==> src/rtl/alu_seq_pkg.sv <==
// Shared op codes and FSM states for the sequential ALU.
// Imported by the datapath, the top and the bench.
package alu_seq_pkg;

  localparam logic [3:0] OP_NEGA = 4'b0000;
  localparam logic [3:0] OP_NEGB = 4'b0001;
  localparam logic [3:0] OP_ADD  = 4'b0010;
  localparam logic [3:0] OP_SUB  = 4'b0011;
  localparam logic [3:0] OP_AND  = 4'b0100;
  localparam logic [3:0] OP_OR   = 4'b0101;
  localparam logic [3:0] OP_XOR  = 4'b0110;
  localparam logic [3:0] OP_NOTA = 4'b0111;
  localparam logic [3:0] OP_MUL  = 4'b1000;
  localparam logic [3:0] OP_SHL  = 4'b1001;
  localparam logic [3:0] OP_SHR  = 4'b1010;
  localparam logic [3:0] OP_SAR  = 4'b1011;

  typedef enum logic [1:0] {
    S_IDLE = 2'b00,
    S_MUL  = 2'b01,
    S_DONE = 2'b10
  } state_t;

endpackage

==> src/rtl/alu_core_comb.sv <==
// Single-cycle ALU datapath: (op, a, b) -> (r, carry, ovf, err).
// MUL is handled by the sequential top; here it yields zeros.
module alu_core_comb
  import alu_seq_pkg::*;
#(
  parameter int WIDTH = 8,
  parameter int SHW   = 3
) (
  input  logic [3:0]       op,
  input  logic [WIDTH-1:0] a,
  input  logic [WIDTH-1:0] b,
  output logic [WIDTH-1:0] r,
  output logic             carry,
  output logic             ovf,
  output logic             err
);

  logic [WIDTH-1:0] ax;
  logic [WIDTH-1:0] by;
  logic             cin;
  logic [WIDTH:0]   sum;
  logic             add_ovf;
  logic [SHW-1:0]   s;
  logic [WIDTH:0]   shl_w;
  logic [WIDTH:0]   shr_w;
  logic [WIDTH:0]   sar_w;

  assign s = b[SHW-1:0];

  // Shared adder: 0/A plus B, A or a complement, plus cin.
  always_comb begin
    ax  = a;
    by  = b;
    cin = 1'b0;
    unique case (1'b1)
      op == OP_NEGA: begin
        ax  = '0;
        by  = ~a;
        cin = 1'b1;
      end
      op == OP_NEGB: begin
        ax  = '0;
        by  = ~b;
        cin = 1'b1;
      end
      op == OP_SUB: begin
        by  = ~b;
        cin = 1'b1;
      end
      default: ;
    endcase
  end

  assign sum = {1'b0, ax} + {1'b0, by}
             + {{WIDTH{1'b0}}, cin};

  assign add_ovf = (ax[WIDTH-1] == by[WIDTH-1])
                && (sum[WIDTH-1] != ax[WIDTH-1]);

  // Extra bit beside the operand catches the last bit shifted out.
  assign shl_w = {1'b0, a} << s;
  assign shr_w = {a, 1'b0} >> s;
  assign sar_w = $signed({a, 1'b0}) >>> s;

  always_comb begin
    r     = '0;
    carry = 1'b0;
    ovf   = 1'b0;
    err   = 1'b0;
    unique case (op)
      OP_NEGA, OP_NEGB, OP_ADD, OP_SUB: begin
        r     = sum[WIDTH-1:0];
        carry = sum[WIDTH];
        ovf   = add_ovf;
      end
      OP_AND:  r = a & b;
      OP_OR:   r = a | b;
      OP_XOR:  r = a ^ b;
      OP_NOTA: r = ~a;
      OP_MUL:  r = '0;
      OP_SHL: begin
        r     = shl_w[WIDTH-1:0];
        carry = shl_w[WIDTH];
      end
      OP_SHR: begin
        r     = shr_w[WIDTH:1];
        carry = shr_w[0];
      end
      OP_SAR: begin
        r     = sar_w[WIDTH:1];
        carry = sar_w[0];
      end
      default: err = 1'b1;
    endcase
  end

endmodule

==> src/rtl/alu_seq.sv <==
// Registered ALU with valid/ready handshake and a WIDTH-step
// shift-add multiplier; result and flags held until taken.
module alu_seq
  import alu_seq_pkg::*;
#(
  parameter int WIDTH = 8,
  parameter int SHW   = 3
) (
  input  logic             clk,
  input  logic             rst_n,
  input  logic             in_valid,
  output logic             in_ready,
  input  logic [3:0]       op,
  input  logic [WIDTH-1:0] A,
  input  logic [WIDTH-1:0] B,
  output logic             out_valid,
  input  logic             out_ready,
  output logic [WIDTH-1:0] R,
  output logic             zero,
  output logic             carry,
  output logic             sign,
  output logic             ovf,
  output logic             err
);

  localparam logic [SHW-1:0] LAST = SHW'(WIDTH - 1);

  state_t state_q, state_d;

  logic               accept;
  logic               load_alu;
  logic               load_mul;
  logic               start_mul;
  logic               ov_d;

  logic [WIDTH-1:0]   core_r;
  logic               core_c;
  logic               core_o;
  logic               core_e;

  logic [WIDTH-1:0]   mcand_q;
  logic [WIDTH-1:0]   mplier_q;
  logic [SHW-1:0]     cnt_q;
  logic [2*WIDTH-1:0] acc_q;
  logic [2*WIDTH-1:0] acc_d;
  logic [2*WIDTH-1:0] pp;
  logic               mul_hi;

  alu_core_comb #(
    .WIDTH (WIDTH),
    .SHW   (SHW)
  ) u_core (
    .op    (op),
    .a     (A),
    .b     (B),
    .r     (core_r),
    .carry (core_c),
    .ovf   (core_o),
    .err   (core_e)
  );

  assign pp     = {{WIDTH{1'b0}}, mplier_q} << cnt_q;
  assign acc_d  = mcand_q[0] ? acc_q + pp : acc_q;
  assign mul_hi = acc_d[2*WIDTH-1:WIDTH] != '0;
  assign sign   = R[WIDTH-1];

  always_comb begin
    state_d   = state_q;
    load_alu  = 1'b0;
    load_mul  = 1'b0;
    start_mul = 1'b0;
    ov_d      = out_valid;
    in_ready  = (state_q == S_IDLE)
             && (!out_valid || out_ready);
    accept    = in_valid && in_ready;
    unique case (state_q)
      S_IDLE: begin
        if (accept && op == OP_MUL) begin
          start_mul = 1'b1;
          ov_d      = 1'b0;
          state_d   = S_MUL;
        end else if (accept) begin
          load_alu  = 1'b1;
          ov_d      = 1'b1;
        end else if (out_ready) begin
          ov_d      = 1'b0;
        end
      end
      S_MUL: begin
        if (cnt_q == LAST) begin
          load_mul  = 1'b1;
          ov_d      = 1'b1;
          state_d   = S_DONE;
        end
      end
      S_DONE: begin
        if (out_ready) begin
          ov_d      = 1'b0;
          state_d   = S_IDLE;
        end
      end
      default: state_d = S_IDLE;
    endcase
  end

  always_ff @(posedge clk or negedge rst_n) begin
    if (!rst_n) begin
      state_q   <= S_IDLE;
      out_valid <= 1'b0;
    end else begin
      state_q   <= state_d;
      out_valid <= ov_d;
    end
  end

  always_ff @(posedge clk or negedge rst_n) begin
    if (!rst_n) begin
      mcand_q  <= '0;
      mplier_q <= '0;
      cnt_q    <= '0;
      acc_q    <= '0;
    end else if (start_mul) begin
      mcand_q  <= A;
      mplier_q <= B;
      cnt_q    <= '0;
      acc_q    <= '0;
    end else if (state_q == S_MUL) begin
      mcand_q  <= mcand_q >> 1;
      cnt_q    <= cnt_q + 1'b1;
      acc_q    <= acc_d;
    end
  end

  // zero is registered so that it reads 0 out of reset.
  always_ff @(posedge clk or negedge rst_n) begin
    if (!rst_n) begin
      R     <= '0;
      zero  <= 1'b0;
      carry <= 1'b0;
      ovf   <= 1'b0;
      err   <= 1'b0;
    end else if (load_alu) begin
      R     <= core_r;
      zero  <= core_r == '0;
      carry <= core_c;
      ovf   <= core_o;
      err   <= core_e;
    end else if (load_mul) begin
      R     <= acc_d[WIDTH-1:0];
      zero  <= acc_d[WIDTH-1:0] == '0;
      carry <= mul_hi;
      ovf   <= mul_hi;
      err   <= 1'b0;
    end
  end

endmodule
==> config.mk <==
export PLATFORM = sky130hd
export DESIGN_NAME = alu_seq
export DESIGN_NICKNAME = d
export VERILOG_FILES = /design/src/rtl/alu_seq_pkg.sv /design/src/rtl/alu_core_comb.sv /design/src/rtl/alu_seq.sv
export SDC_FILE = /design/constraint.sdc
export NUM_CORES = 1
export LEC_CHECK = 0
export ABC_AREA = 1
export CELL_PAD_IN_SITES_DETAIL_PLACEMENT = 2
export CELL_PAD_IN_SITES_GLOBAL_PLACEMENT = 2
export CORE_ASPECT_RATIO = 1.25
export CORE_MARGIN = 3
export CORE_UTILIZATION = 29
export DETAILED_ROUTE_END_ITERATION = 8
export PLACE_DENSITY = 0.8
export SKIP_LAST_GASP = 1
export SYNTH_ARGS = -nofsm -noshare
export SYNTH_HDL_FRONTEND = slang
export SYNTH_SLANG_ARGS = --single-unit
==> constraint.sdc <==
create_clock -name clk -period 2.8 [get_ports clk]
set_input_delay 0.56 -clock clk [delete_from_list [all_inputs] [get_ports clk]]
set_output_delay 0.56 -clock clk [all_outputs]
set_load 0.01 [all_outputs]
-- Yosys cells after proc, flatten, opt, wreduce, memory -nomap -nowiden
Cells that the tools add are included.
- register bits after elaboration: 50
- bits in latches: 0
- bits in writable memories: 0
- bits in read-only memories: 0
- bits of input ports: 24
- logic and storage cells: 103
- memories: 0
- $add $sub $neg: 4
- multipliers: 0
- divide/modulo/power cells: 0
- order comparisons: 0
- equal/unequal tests: 19
- shift-type cells: 4
- multiplexer cells: 39
- bitwise operators: 5
- reduce and logical (&&, ||, !) cells: 21
- operator list (cell ; number):
    case mux 8 bit (8 select lines) ; 1
    two-way mux 16 bit ; 3
    two-way mux 8 bit ; 5
    two-way mux 1 bit ; 21
    adder 16 bit ; 1
    == test 4 x 3 -> 1 bit (second input constant) ; 4
    == test 4 bit (second input constant) ; 4
    zero test 8 bit ; 2
    NOT 8 bit ; 2
    case mux 8 bit (2 select lines) ; 1
    left shift 8 x 3 -> 16 bit ; 1
    OR reduction 12 bit ; 1
    adder 8 x 8 -> 9 bit ; 1
    adder 9 x 1 -> 9 bit ; 1
    left shift 8 x 3 -> 9 bit ; 1
    right shift 9 x 3 -> 9 bit ; 1
    >>> shifter 9 x 3 -> 9 bit ; 1
    bitwise AND 8 bit ; 1
    == test 4 x 2 -> 1 bit (second input constant) ; 2
    OR 8 bit ; 1
    nonzero test 8 bit ; 1
    bitwise XOR 8 bit ; 1
    two-way mux 2 bit ; 3
    two-way mux 3 bit ; 2
    24 further kinds ; 30

-- Depth between registers and ports, before layout
Gate-level depths: netlist of run 1.
- depth in word-level cells: 9
- depth in mapped cells: 24

-- Modules after synthesis
From an unflattened synthesis of run 1, not the netlist that was laid out.
- cell total of the unflattened synthesis: 900
- area, all modules: 5600.4 sq um
- by module, submodules not included (module ; times used ; cells an instance ; area each (sq um)):
    alu_seq ; 1 ; 532 ; 3728.6
    alu_core_comb ; 1 ; 368 ; 1871.8

-- Least setup slack after synthesis of run 1
OpenSTA, ideal clock, no wires.
- path type: input to register
- start point: input op[0]
- end point: register zero
- setup time: 0.071 ns
- arrival: 2.720 ns
- data required time: 2.729 ns
- setup slack: 0.008 ns
- stages: 18
- buffers on the path: 0
- cell sequence: inv_1 -> nand2_1 -> nor2_1 -> nand2_1 -> a22oi_1 -> fa_1 -> inv_1 -> fa_1 -> inv_1 -> nand2_1 -> nand2_1 -> nor3_1 -> nand3_1 -> nor2_1 -> nand3_1 -> nor2_1 -> nor2_1 -> nor2_1
- longest elaborated chain between the ends: 8
- elaborated cells on any way between the ends: 28
- those cells by class: add/sub: 2; eq/ne: 11; mux: 7; reduce/logical: 8
- ends and longest elaborated chain (item ; RTL line ; source):
    start: declaration ; alu_seq.sv:13 ; input logic [3:0] op,
    == test 4 x 2 -> 1 bit (tied with other cells) ; alu_core_comb.sv:46, alu_core_comb.sv:70 ;
    OR reduction 2 bit (no source line) ; - ;
    case mux 8 bit (2 select lines) / two-way mux 8 bit (equally long branches) ; alu_core_comb.sv:35 ; unique case (1'b1)
    adder 8 x 8 -> 9 bit ; alu_core_comb.sv:54 ; assign sum = {1'b0, ax} + {1'b0, by}
    adder 9 x 1 -> 9 bit ; alu_core_comb.sv:55 ; + {{WIDTH{1'b0}}, cin};
    case mux 8 bit (8 select lines) ; alu_core_comb.sv:70 ; unique case (op)
    zero test 8 bit ; alu_seq.sv:144 ; zero <= core_r == '0;
    two-way mux 1 bit ; alu_seq.sv:142 ; end else if (load_alu) begin
    end signal: assignment ; alu_seq.sv:138 ; zero <= 1'b0;
    end signal: assignment ; alu_seq.sv:144 ;
    end signal: assignment ; alu_seq.sv:150 ; zero <= acc_d[WIDTH-1:0] == '0;
    end: declaration ; alu_seq.sv:19 ; output logic zero,
Several ways; a longest one is shown, not always the timed one.
A chain may end at the register's enable or synchronous reset.

-- Worst setup path after layout of run 1
- start point: input op[3]
- end point: register zero
Same word-level chain as after synthesis.

==> impl_metrics.ini, run 1 <==
[logic_synthesis]
async_flop_share = 1.00
synth_common_cells = nand2_1 (294), inv_1 (123), nand3_1 (93)
synth_top_area_frac = 0.230
synth_cells = 889
synth_nets = 961
avgSynthCellArea_um2 = 6.11
ys.flop_type = dfrtp_1
ys_seq_elements = 50
synth_edf_count = 0
yosysWarnings = 0
ys_seq_area_frac = 0.230
syn_area_mm2 = 0.00543
synth.largest_area_cell = dfrtp_1
yosys.cell_count.top_type = nand2_1
ys_top_cells_by_area = dfrtp_1 (23%), nand2_1 (20%), ha_1 (10%)
synthDistinctLibCells = 40

[timing]
hold-worst-slack_ps = 308
setup_viol = 19
rsz0062_at_grt = true
finalCriticalPeriod_ps = 3220
fin_ws_ps = -422
maxSlewHeadroom = 0.487
fin_crit_sh = 1.15
tightest_slew_ps = 769
final_max_slew_viol_count = 0
hold_viol_final = 0
max_freq_mhz = 310
clock_skew_ps = 7.24

[routing]
final_antenna_net_count = 0
drc = 0
vias_per_cell = 5.77
first_pass_iters = 5
dr.first_iter.drc_count = 508
vias = 7595
wirelength_um = 38800
routedWlPerCell_um = 29.5

[setup_path]
cp.required_ps = 3050
cp.arrival_ps = 3470
rr_worst_depth = 20
critPathMaxStageDelay_ps = 230
crit_chain = buf_6 > nor2_4 > inv_2 > buf_6 > nor2_2 > inv_1 > nor2_1 > a221oi_4 > inv_2 > ha_4 > nand3_1 > nand2_2 > buf_4 > a21boi_2 > nand2_1 > nand2_1 > nor2_1 > nor2_1 > nand2_1 > nor2_1 > nor2_1 > nor2_1
crit_path_top_delay_cell = a21boi_2
critPathLaunch = op[3]
crit_type = input port to register
r2r_start = cnt_q[0]
path_common_cell = nor2_1
timing.rr.end = carry
cp_max_fo = 4
timing.critical_path.to_type = register
cp-endpoint = zero
critPathLaunchType = input port
r2r_slack_ps = -270

[job]
drv_cap = 0

[cells_and_area]
antennaDiodeCount = 0
final_util = 0.478
layout-drive-gt1-share = 0.392
syn2layout_area_growth_pct = 60.7
nets = 1159

[placed_design]
gp_congestion = 0.936
dpl.hpwl_um = 22400
io_buffer_count = 38

[die]
core_area_mm2 = 0.0182
floorplan.rows = 55
initial_core_util = 0.298
die_h_um = 159
fp.dieW_um = 128
die-area_mm2 = 0.0204
io_pins = 39

[pwr]
max-vdd-ir-drop_uv = 502
power_density_mw_per_mm2 = 1220
leakagePower_nw = 4.32

[grt]
grt-ovfl-total = 0
grt_max_degree = 31
grt_pass1_vias = 8579
antenna_found_initial = 0
gr-max-usage-layer = met2
grt_use_total = 0.317
met3_usage = 0.0346
met1_usage = 0.308
met2_usage = 0.601
grt_first_pass_wirelength_um = 50100

[clock_network]
tritoncts = done
clk_path_buf_depth = 2
clk-insertion-delay-late_ps = 310
cts_buffers = 5
htree_levels = 2
clockRootBuffer = clkbuf_16
clk_pin_slew_ps = 80
hold_buffers = 0
cts_sinks = 50

[min_path]
hold_path_class = input port to asynchronous set/reset pin

[status]
status = complete, but fails checks
violations = setup timing
[report_power, final]
part / internal, W / switching [W]
Combinational: 0.00350 / 0.00496
Sequential: 0.00103 / 0.000379
Clock: 0.000423 / 0.000326
[area by class of cell]
type,instances,area [µm²]
sequential,50,1250
clock buffer,5,125
timing repair buffer,217,1810
clock inverter,3,45.0
fill,2082,9510
inverter,131,518
tap,228,285
multi-input combinational,682,4680
[worst min path at each step]
stage            endpoint       start  cells after the start  slack [ps]
6_report              err       rst_n                      1         310
3_5_place_dp         R[0]        R[0]                      2         520
3_3_place_gp   mcand_q[0]  mcand_q[1]                      2         500
5_1_grt          cnt_q[0]       rst_n                      1         360
4_1_cts          cnt_q[0]       rst_n                      1         340
2_1_floorplan        R[0]       rst_n                      0         260
[registers in the layout, indices dropped and copies added (netlist names)]
| signal | flops |
|---|---|
| acc_q | 16 |
| R | 8 |
| mcand_q | 8 |
| mplier_q | 8 |
| cnt_q | 3 |
| state_q | 2 |
| carry | 1 |
| err | 1 |
| out_valid | 1 |
| ovf | 1 |
| zero | 1 |
[layout by cell type, fill, tap and decap left out, drive strengths merged, types with 6 or more instances in the layout]
cell type	synthesis	final
nand3	93	93
clkdlybuf4s50	0	29
a21oi	25	25
buf	17	183
inv	127	127
nor2	86	86
clkbuf	9	6
o211ai	16	16
dfrtp	50	50
o21ai	50	50
nor3	8	8
ha	45	45
o22ai	11	11
nand2	301	301
o221ai	6	6
nand4	6	6
[per-layer routing]
layer	up-vias	share of wire
met2	298	0.52
met4	0	0.10
met3	196	0.037
li1	3269	-
met1	3832	0.34
met5	-	0
[stage by stage]
step | TNS, ps | worst slack, ps | cell area [µm²] | cells | power [W]
floorplan | 0 | 8.33 | 5430 | 889 | 0.00374
finish | -2820 | -422 | 8720 | 1316 | 0.0106
global placement | -6780 | -732 | 7100 | 1279 | 0.00591
detailed placement | -11840 | -985 | 7100 | 1279 | 0.00627
global route | -4480 | -545 | 8720 | 1316 | 0.0110
CTS | -270 | -71.3 | 7960 | 1305 | 0.00830
[worst max-delay path: cells and delay by family]
| family | cells | cell delay (ps) |
|---|---|---|
| AND/OR/NAND/NOR | 13 | 1640 |
| buffers and inverters | 6 | 730 |
| AO/OA/AOI/OAI | 2 | 320 |
| adder cells (fa/ha/maj) | 1 | 220 |
[timing repair]
item | in CTS | in global routing
pin swaps | 76 | 91
setup endpoints to repair | 24 | 21
gates resized for setup | 178 | 172
buffers inserted | 19 | 15
[cells by family after synthesis]
logic type	count (synthesis)	share of synthesized area
flip-flops	50	0.230
buffers and inverters	157	0.115
XOR/XNOR	3	0.00484
multiplexers	5	0.00922
adder cells (fa/ha/maj)	48	0.115
AND/OR/NAND/NOR	503	0.391
AO/OA/AOI/OAI	123	0.135
No activity file was read; power rests on OpenSTA's default activity.
==> run 2: changes to the inputs <==
Settings changed: CORE_ASPECT_RATIO 1.25 to unset, CORE_MARGIN 3 to unset.
==> impl_metrics.ini, run 2 (synthesis results as in run 1) <==
[clock_network]
tritoncts = done
clk-insertion-delay-late_ps = 330
htree_levels = 2
clk_pin_slew_ps = 90
clockRootBuffer = clkbuf_16
hold_buffers = 0
cts_sinks = 50
clk_path_buf_depth = 2
cts_buffers = 5

[grt]
grt_first_pass_wirelength_um = 48300
grt-ovfl-total = 0
grt_max_degree = 51
grt_pass1_vias = 8100
antenna_found_initial = 0
grt_use_total = 0.332

[routing]
vias = 7484
routedWlPerCell_um = 27.9
final_antenna_net_count = 0
drc = 0
wirelength_um = 36100
vias_per_cell = 5.77
first_pass_iters = 5
dr.first_iter.drc_count = 447

[die]
initial_core_util = 0.299
core_area_mm2 = 0.0181
die-area_mm2 = 0.0193
io_pins = 39
die_h_um = 139
fp.dieW_um = 139
floorplan.rows = 49

[status]
violations = setup timing
status = complete, but fails checks

[setup_path]
crit_chain = buf_8 > o21ai_4 > nand2_2 > o21ai_4 > o21ai_2 > buf_6 > ha_4 > nand2_1 > nand2_1 > nand2_1 > nand2_1 > nand2_1 > nand4_1 > nand3_1 > nand2_1 > nand2_2 > nor2_4 > nand2_4 > nand2_4 > nand2_1
timing.critical_path.to_type = register
cp_max_fo = 6
crit_path_top_delay_cell = dfrtp_2
cp.arrival_ps = 3430
r2r_slack_ps = -430
critPathLaunchType = register
r2r_start = cnt_q[0]
timing.rr.end = ovf
critPathMaxStageDelay_ps = 490
path_common_cell = nand2_1
cp.required_ps = 3000
rr_worst_depth = 20
crit_type = register to register

[timing]
rsz0062_at_grt = true
clock_skew_ps = 19.9
finalCriticalPeriod_ps = 3230
hold-worst-slack_ps = 361
tightest_slew_ps = 776
max_freq_mhz = 310
maxSlewHeadroom = 0.483
setup_viol = 17
fin_crit_sh = 1.15
final_max_slew_viol_count = 0
hold_viol_final = 0
fin_ws_ps = -431

[cells_and_area]
final_common_cell = nand2_1
final_util = 0.465
antennaDiodeCount = 0
layout-drive-gt1-share = 0.366
finalNonFillerCells = 1296
top_register = acc_q
most-common-layout-cells = nand2_1 (215), buf_4 (140), inv_1 (104)
nets = 1138
syn2layout_area_growth_pct = 55.3
largest_reg_flops = 16
fin_area_mm2 = 0.00843

[pwr]
swShare = 0.541
leakagePower_nw = 4.18
pwr-share-comb = 0.786
clkPwrFrac = 0.075
power.total_w = 0.0104
p_switching_w = 0.00565
power_density_mw_per_mm2 = 1240
max-vdd-ir-drop_uv = 417
p_seq_frac = 0.139
intPower_w = 0.00480

[placed_design]
dpl.hpwl_um = 21000
io_buffer_count = 38
post_dp_cell_area_mm2 = 0.00696
gp_congestion = 0.920
dp_cells = 1260

[min_path]
hold_path_class = input port to asynchronous set/reset pin

[job]
drv_cap = 0
==> run 2: changes by cell type in the layout (fill, tap and decap cells not counted), moves of 4 or more <==
cell / before / now
inv_1: 99 / 104
o221ai_1: 2 / 6
ha_4: 15 / 11
o221ai_2: 4 / 0
o21ai_0: 29 / 25
buf_4: 161 / 140
==> run 2: repair_timing <==
| action | CTS | global route |
|---|---|---|
| gates resized for setup | 191 | 136 |
| gates cloned | 1 | 0 |
| setup endpoints to repair | 23 | 22 |
| pin swaps | 69 | 72 |
| setup buffers | 20 | 13 |
==> run 2: power groups by stage <==
stage / logic [W] / clock network, W / registers [W]
global placement: 0.00446 / 0 / 0.00128
global route: 0.00850 / 0.000787 / 0.00146
floorplan: 0.00252 / 0 / 0.00122
finish: 0.00821 / 0.000782 / 0.00145
CTS: 0.00621 / 0.000748 / 0.00136
detailed placement: 0.00481 / 0 / 0.00131
==> run 2: worst max path at each step <==
stage,from,endpoint,slack (ps),depth (start not counted)
2_1_floorplan,op[0],zero,8,18
3_3_place_gp,op[3],zero,-640,21
3_5_place_dp,op[3],zero,-860,19
4_1_cts,cnt_q[0],carry,-40,21
5_1_grt,cnt_q[0],ovf,-500,20
6_report,cnt_q[0],ovf,-430,20
==> run 2: metal layers <==
metal,vias up,track usage,share of wire
met5,-,0,0
met3,183,0.0421,0.038
met1,3755,0.352,0.37
li1,3226,-,-
met4,0,0.213,0.079
met2,320,0.620,0.51
==> run 2: final cells by class <==
type                       instances  area [µm²]
inverter                         131         507
clock inverter                     3        40.0
timing repair buffer             195        1630
multi-input combinational        682        4580
sequential                        50        1250
clock buffer                       5         125
tap                              229         287
timing repair inverter             1        7.51
fill                            2089        9710
==> run 2: critical path, delay by kind of cell (launching register included) <==
family / cells / cell delay [ps]
flops: 1 / 490
compound gates: 3 / 400
fa+ha+maj: 1 / 310
simple gates: 14 / 1580
buf+inv: 2 / 310
==> run 2: metrics by stage <==
step	setup slack [ps]	TNS [ps]
after floorplan	8.33	0
after global placement	-636	-5940
after detailed placement	-864	-9540
after CTS	-40.2	-108
after global routing	-499	-3530
final	-431	-2600
==> run 3: changes to the inputs <==
Settings changed: SLEW_MARGIN set to 10.
==> results of run 3 <==
The final DEF is identical to that of run 2; final timing and power are the same.
